===== config.mk =====
export PLATFORM = sky130hd
export DESIGN_NAME = ex_cond_stage
export DESIGN_NICKNAME = d
export VERILOG_FILES = /design/src/rtl/arm_pipe_pkg.sv /design/src/rtl/cond_check.sv /design/src/rtl/ex_cond_stage.sv
export SDC_FILE = /design/constraint.sdc
export NUM_CORES = 1
export LEC_CHECK = 0
export CAP_MARGIN = 10
export CORE_MARGIN = 2
export CORE_UTILIZATION = 30
export CTS_BUF_LIST = sky130_fd_sc_hd__clkbuf_8
export DETAILED_ROUTE_END_ITERATION = 16
export HOLD_SLACK_MARGIN = 0.15
export SYNTH_ARGS = -nofsm -noshare
export SYNTH_HDL_FRONTEND = slang
export SYNTH_SLANG_ARGS = --single-unit

===== constraint.sdc =====
create_clock -name clk -period 2.51 [get_ports clk]
set_input_delay 0.753 -clock clk [delete_from_list [all_inputs] [get_ports clk]]
set_output_delay 0.753 -clock clk [all_outputs]
set_load 0.005 [all_outputs]

===== src/rtl/arm_pipe_pkg.sv =====
// Shared pipeline types for the D/E boundary: condition codes, flag bit
// positions and the E-stage control word.
package arm_pipe_pkg;

  localparam int unsigned COND_W  = 4;
  localparam int unsigned FLAG_W  = 4;
  localparam int unsigned ALUC_W  = 4;
  localparam int unsigned FLAGW_W = 2;

  localparam int unsigned FLAG_N = 3;
  localparam int unsigned FLAG_Z = 2;
  localparam int unsigned FLAG_C = 1;
  localparam int unsigned FLAG_V = 0;

  typedef enum logic [COND_W-1:0] {
    EQ = 4'b0000,
    NE = 4'b0001,
    CS = 4'b0010,
    CC = 4'b0011,
    MI = 4'b0100,
    PL = 4'b0101,
    VS = 4'b0110,
    VC = 4'b0111,
    HI = 4'b1000,
    LS = 4'b1001,
    GE = 4'b1010,
    LT = 4'b1011,
    GT = 4'b1100,
    LE = 4'b1101,
    AL = 4'b1110,
    NV = 4'b1111
  } cond_e;

  typedef struct packed {
    logic               pcs;
    logic               regw;
    logic               memw;
    logic               memtoreg;
    logic               alusrc;
    logic               branch;
    logic               nowrite;
    logic [FLAGW_W-1:0] flagw;
    logic [ALUC_W-1:0]  alucontrol;
    cond_e              cond;
  } ctrl_e_t;

  // Bubble: no side effects, condition AL so it never looks like an annul.
  localparam ctrl_e_t CTRL_BUBBLE = '{
    pcs:        1'b0,
    regw:       1'b0,
    memw:       1'b0,
    memtoreg:   1'b0,
    alusrc:     1'b0,
    branch:     1'b0,
    nowrite:    1'b0,
    flagw:      FLAGW_W'(0),
    alucontrol: ALUC_W'(0),
    cond:       AL
  };

endpackage


===== src/rtl/cond_check.sv =====
// Combinational condition-code evaluator: does the instruction execute
// given its cond field and the current {N,Z,C,V}?
module cond_check
  import arm_pipe_pkg::*;
#(
  parameter bit NV_EXEC = 1'b0
) (
  input  logic [COND_W-1:0] cond,
  input  logic [FLAG_W-1:0] flags,
  output logic              pass
);

  logic n, z, c, v;

  assign n = flags[FLAG_N];
  assign z = flags[FLAG_Z];
  assign c = flags[FLAG_C];
  assign v = flags[FLAG_V];

  always_comb begin
    pass = 1'b0;
    case (cond_e'(cond))
      EQ: pass = z;
      NE: pass = ~z;
      CS: pass = c;
      CC: pass = ~c;
      MI: pass = n;
      PL: pass = ~n;
      VS: pass = v;
      VC: pass = ~v;
      HI: pass = c & ~z;
      LS: pass = ~c | z;
      GE: pass = (n == v);
      LT: pass = (n != v);
      GT: pass = ~z & (n == v);
      LE: pass = z | (n != v);
      AL: pass = 1'b1;
      NV: pass = NV_EXEC;
      default: pass = 1'b0;
    endcase
  end

endmodule


===== src/rtl/ex_cond_stage.sv =====
// D/E control pipeline register with E-stage conditional execution and the
// architectural NZCV flags register.
module ex_cond_stage
  import arm_pipe_pkg::*;
#(
  parameter logic [3:0] FLAG_RESET = 4'b0000,
  parameter bit         NV_EXEC    = 1'b0
) (
  input  logic                clk,
  input  logic                reset,
  input  logic                StallE,
  input  logic                FlushE,
  input  logic [COND_W-1:0]   CondD,
  input  logic                PCSD,
  input  logic                RegWD,
  input  logic                MemWD,
  input  logic                MemtoRegD,
  input  logic                ALUSrcD,
  input  logic                BranchD,
  input  logic                NoWriteD,
  input  logic [FLAGW_W-1:0]  FlagWD,
  input  logic [ALUC_W-1:0]   ALUControlD,
  input  logic [FLAG_W-1:0]   ALUFlags,
  output logic [ALUC_W-1:0]   ALUControlE,
  output logic                ALUSrcE,
  output logic                MemtoRegE,
  output logic                RegWriteE,
  output logic                MemWriteE,
  output logic                PCSrcE,
  output logic                BranchTakenE,
  output logic                CondExE,
  output logic [FLAG_W-1:0]   FlagsE
);

  ctrl_e_t            ctrl_d;
  ctrl_e_t            ctrl_e;
  logic [FLAG_W-1:0]  flags;
  logic               upd_nz;
  logic               upd_cv;

  assign ctrl_d = '{
    pcs:        PCSD,
    regw:       RegWD,
    memw:       MemWD,
    memtoreg:   MemtoRegD,
    alusrc:     ALUSrcD,
    branch:     BranchD,
    nowrite:    NoWriteD,
    flagw:      FlagWD,
    alucontrol: ALUControlD,
    cond:       cond_e'(CondD)
  };

  // E register: reset > flush > stall > load.
  always_ff @(posedge clk) begin
    if (reset)        ctrl_e <= CTRL_BUBBLE;
    else if (FlushE)  ctrl_e <= CTRL_BUBBLE;
    else if (!StallE) ctrl_e <= ctrl_d;
  end

  cond_check #(
    .NV_EXEC (NV_EXEC)
  ) u_cond_check (
    .cond  (ctrl_e.cond),
    .flags (flags),
    .pass  (CondExE)
  );

  // Enables are qualified by the condition so an annulled or bubble slot
  // can never write x into the flags.
  assign upd_nz = ~StallE & CondExE & ctrl_e.flagw[1];
  assign upd_cv = ~StallE & CondExE & ctrl_e.flagw[0];

  always_ff @(posedge clk) begin
    if (reset) begin
      flags <= FLAG_RESET;
    end else begin
      if (upd_nz) flags[FLAG_N:FLAG_Z] <= ALUFlags[FLAG_N:FLAG_Z];
      if (upd_cv) flags[FLAG_C:FLAG_V] <= ALUFlags[FLAG_C:FLAG_V];
    end
  end

  assign ALUControlE  = ctrl_e.alucontrol;
  assign ALUSrcE      = ctrl_e.alusrc;
  assign MemtoRegE    = ctrl_e.memtoreg;
  assign RegWriteE    = ctrl_e.regw & CondExE & ~ctrl_e.nowrite;
  assign MemWriteE    = ctrl_e.memw & CondExE;
  assign PCSrcE       = ctrl_e.pcs & CondExE;
  assign BranchTakenE = ctrl_e.branch & CondExE;
  assign FlagsE       = flags;

endmodule


==> flow_metrics.env <==
export IMPL_max_stage_delay_ps=360
export IMPL_cp_data_required_time_ps=1760
export IMPL_die_x_um=62.7
export IMPL_synth_xor_area_share_pct=2.55
export IMPL_clock_sinks=21
export IMPL_maxCapViolCount=0
export IMPL_min_path_type="flop to flop"
export IMPL_final_util_pct=49.2
export IMPL_routed_wl_mm=2.51
export IMPL_dp_cells=190
export IMPL_grt_max_degree=15
export IMPL_drive_above_1_share_pct=28.5
export IMPL_synthAdderAreaFrac_pct=0
export IMPL_synth_mux_area_share_pct=22.8
export IMPL_clk_latency_ps=260
export IMPL_n_antenna_cell=0
export IMPL_die_area_mm2=0.00393
export IMPL_vias=900
export IMPL_synth_compound_area_share_pct=7.03
export IMPL_finalNonFillerCells=197
export IMPL_synth_top_family_by_area="multiplexers"
export IMPL_coreArea_mm2=0.00331
export IMPL_grt_pass1_wl_mm=4.04
export IMPL_drcViolationCount=0
export IMPL_die_h_um=62.7
export IMPL_wl_per_cell_um=12.7
export IMPL_crit_path_start_kind="flop"
export IMPL_worstPathCellList="mux2_4 -> a2111oi_4 -> a21oi_2 -> o221ai_2 -> buf_4 -> and3b_2 -> buf_2"
export IMPL_finalNetCount=177
export IMPL_syn_cell_area_mm2=0.00103
export IMPL_setup_violations_final=5
export IMPL_cp_arrival_ps=2040
export IMPL_cp_end_kind="output pin"
export IMPL_final_setup_worst_slack_ps=-279
export IMPL_n_fill_cell=346
export IMPL_worst_pin_slew_ps=334
export IMPL_io_pins=40
export IMPL_grt_pass1_vias=889
export IMPL_period_share_pct=111
export IMPL_slew_viol_final=0
export IMPL_syn_num_nets=126
export IMPL_relSlewSlack_pct=77.8
export IMPL_slowest_stage="dfxtp_2"
export IMPL_synthCells=101
export IMPL_seq_area_frac_synth_pct=40.7
export IMPL_fin_crit_ps=2790
export IMPL_final_common_cell="clkdlybuf4s50_1"
export IMPL_place_hpwl_mm=1.91
export IMPL_peakVddDrop_v=0.000270
export IMPL_critPathMaxFanout=4
export IMPL_antenna_found_initial=0
export IMPL_yosysWarnings=0
export IMPL_violations="setup timing"
export IMPL_port_buffer_count=39
export IMPL_power_leakage_nw=0.672
export IMPL_path_class="flop to output pin"
export IMPL_numCtsBuffers=3
export IMPL_layout_common_cells="clkdlybuf4s50_1 (34), mux2i_1 (21), dfxtp_1 (20), buf_4 (16), nor2_1 (15)"
export IMPL_clock_fmax_mhz=359
export IMPL_antenna_left=0
export IMPL_root_buffer="clkbuf_8"
export IMPL_cts_htree_levels=1
export IMPL_routed_via_density=4.57
export IMPL_outcome="finished, violations left"
export IMPL_gp_congestion=0.831
export IMPL_rows=21
export IMPL_p_per_area_mw_per_mm2=430
export IMPL_grt_usage_pct=12.9
export IMPL_dr_pass1_iters=3
export IMPL_synthToLayoutAreaGrowth_pct=57.8
export IMPL_skew_ps=1.18
export IMPL_drtIter0Drc=24
export IMPL_start_util_pct=31.2
export IMPL_cts_tree="built"
export IMPL_synth_cell_types=27
export IMPL_rsz0062_at_grt="true"
export IMPL_avgSynthCellArea_um2=10.2
export IMPL_synth_simple_gate_area_share_pct=19.9
export IMPL_grt_overflow=0
export IMPL_synth_seq_cells=21
export IMPL_clk_path_buf_depth=2
export IMPL_hold_buffers=0
export IMPL_hold_viol_final=0
export IMPL_cts_clk_slew_worst_paths_ps=80
-- worst paths after layout --
| check | startpoint | to | slack, ps | cells past startpoint |
|---|---|---|---|---|
| setup reg to reg | ctrl_e[1]$_SDFFE_PP1N_ | FlagsE[0]$_SDFFE_PP0P_ | 430 | 8 |
| setup / recovery | ctrl_e[1]$_SDFFE_PP1N_ | RegWriteE | -280 | 7 |
| hold / removal | ctrl_e[15]$_SDFFE_PP0N_ | ctrl_e[15]$_SDFFE_PP0N_ | 500 | 2 |
| hold reg to reg | ctrl_e[15]$_SDFFE_PP0N_ | ctrl_e[15]$_SDFFE_PP0N_ | 500 | 2 |
-- sequential cells by signal, indices dropped and copies added, names as in the netlist --
name / count
ALUControlE: 4
FlagsE: 4
MemtoRegE: 1
ctrl_e: 11
ALUSrcE: 1
-- cell type report --
type / count / area, µm² / share of cell area, %
tap: 46 / 57.6 / 3.53
clock inverter: 1 / 5.00 / 0.307
multi-input combinational: 69 / 578 / 35.5
sequential: 21 / 422 / 25.9
clock buffer: 3 / 41.3 / 2.53
timing repair buffer: 56 / 522 / 32.0
inverter: 1 / 3.75 / 0.230
-- report_power, final --
group	internal [mW]	switching (mW)	total (mW)	leakage, nW
Sequential	0.343	0.00736	0.350	0.171
Clock	0.111	0.112	0.222	0.0255
Combinational	0.0850	0.0436	0.129	0.476
Total	0.538	0.163	0.701	0.672
-- cells in the mapped netlist, drive strengths merged --
library cell	n	share of area [%]
a221oi	1	0.85
or2	1	0.61
or2b	2	1.5
mux2i	22	21
and3b	3	2.9
nand3b	1	0.73
nor3b	1	0.73
and2	3	2.2
inv	1	0.36
clkbuf	2	0.73
nor2	15	5.5
o221ai	1	1.5
nor3	1	0.48
nand2	3	1.1
o22ai	1	0.61
nand2b	6	3.6
buf	8	5.9
xnor2	3	2.5
mux2	1	1.5
a21oi	1	0.48
o21ba	1	0.97
dfxtp	21	41
a2111oi	1	2.7
nor2b	1	0.61
-- worst max-delay path, delay by kind of cell, from the launching register on --
kind                   cells  cell delay [ps]
buffers and inverters      2              270
DFF                        1              360
and+or+nand+nor            1              160
AOI/OAI and AO/OA          3              670
muxes                      1              320
-- metrics by stage --
step / total power, mW / TNS (ps) / hold slack, ps / setup slack (ps) / cell area [µm²]
floorplan: 0.410 / 0 / 454 / 110 / 1030
global placement: 0.475 / -1460 / 472 / -322 / 1520
detailed placement: 0.477 / -1870 / 479 / -403 / 1520
CTS: 0.712 / -1220 / 509 / -317 / 1610
global route: 0.739 / -1550 / 526 / -383 / 1630
finish: 0.701 / -1040 / 499 / -279 / 1630
-- what timing repair did --
action | CTS | global route
hold endpoints to repair | 0 | 0
setup endpoints to repair | 5 | 5
pin swaps | 6 | 2
setup buffers | 4 | 1
resized for setup | 31 | 4
-- logic make-up (layout without fill, tap and decap cells) --
logic type	count (synthesis)	in the layout
DFF	21	21
buffers and inverters	11	61
xor gates and xnor gates	3	3
muxes	23	23
and+or+nand+nor	37	37
AOI/OAI and AO/OA	6	6
-- metal layers --
metal | global-route usage [%] | vias up | part of all wire, % | wire (µm)
li1 | - | 440 | - | -
met1 | 14.6 | 430 | 43 | 1080
met2 | 22.4 | 24 | 50 | 1270
met3 | 4.32 | 6 | 4.8 | 119
met4 | 4.72 | 0 | 1.6 | 41
met5 | 0 | - | 0 | 0
(Power assumes the default switching activity.)
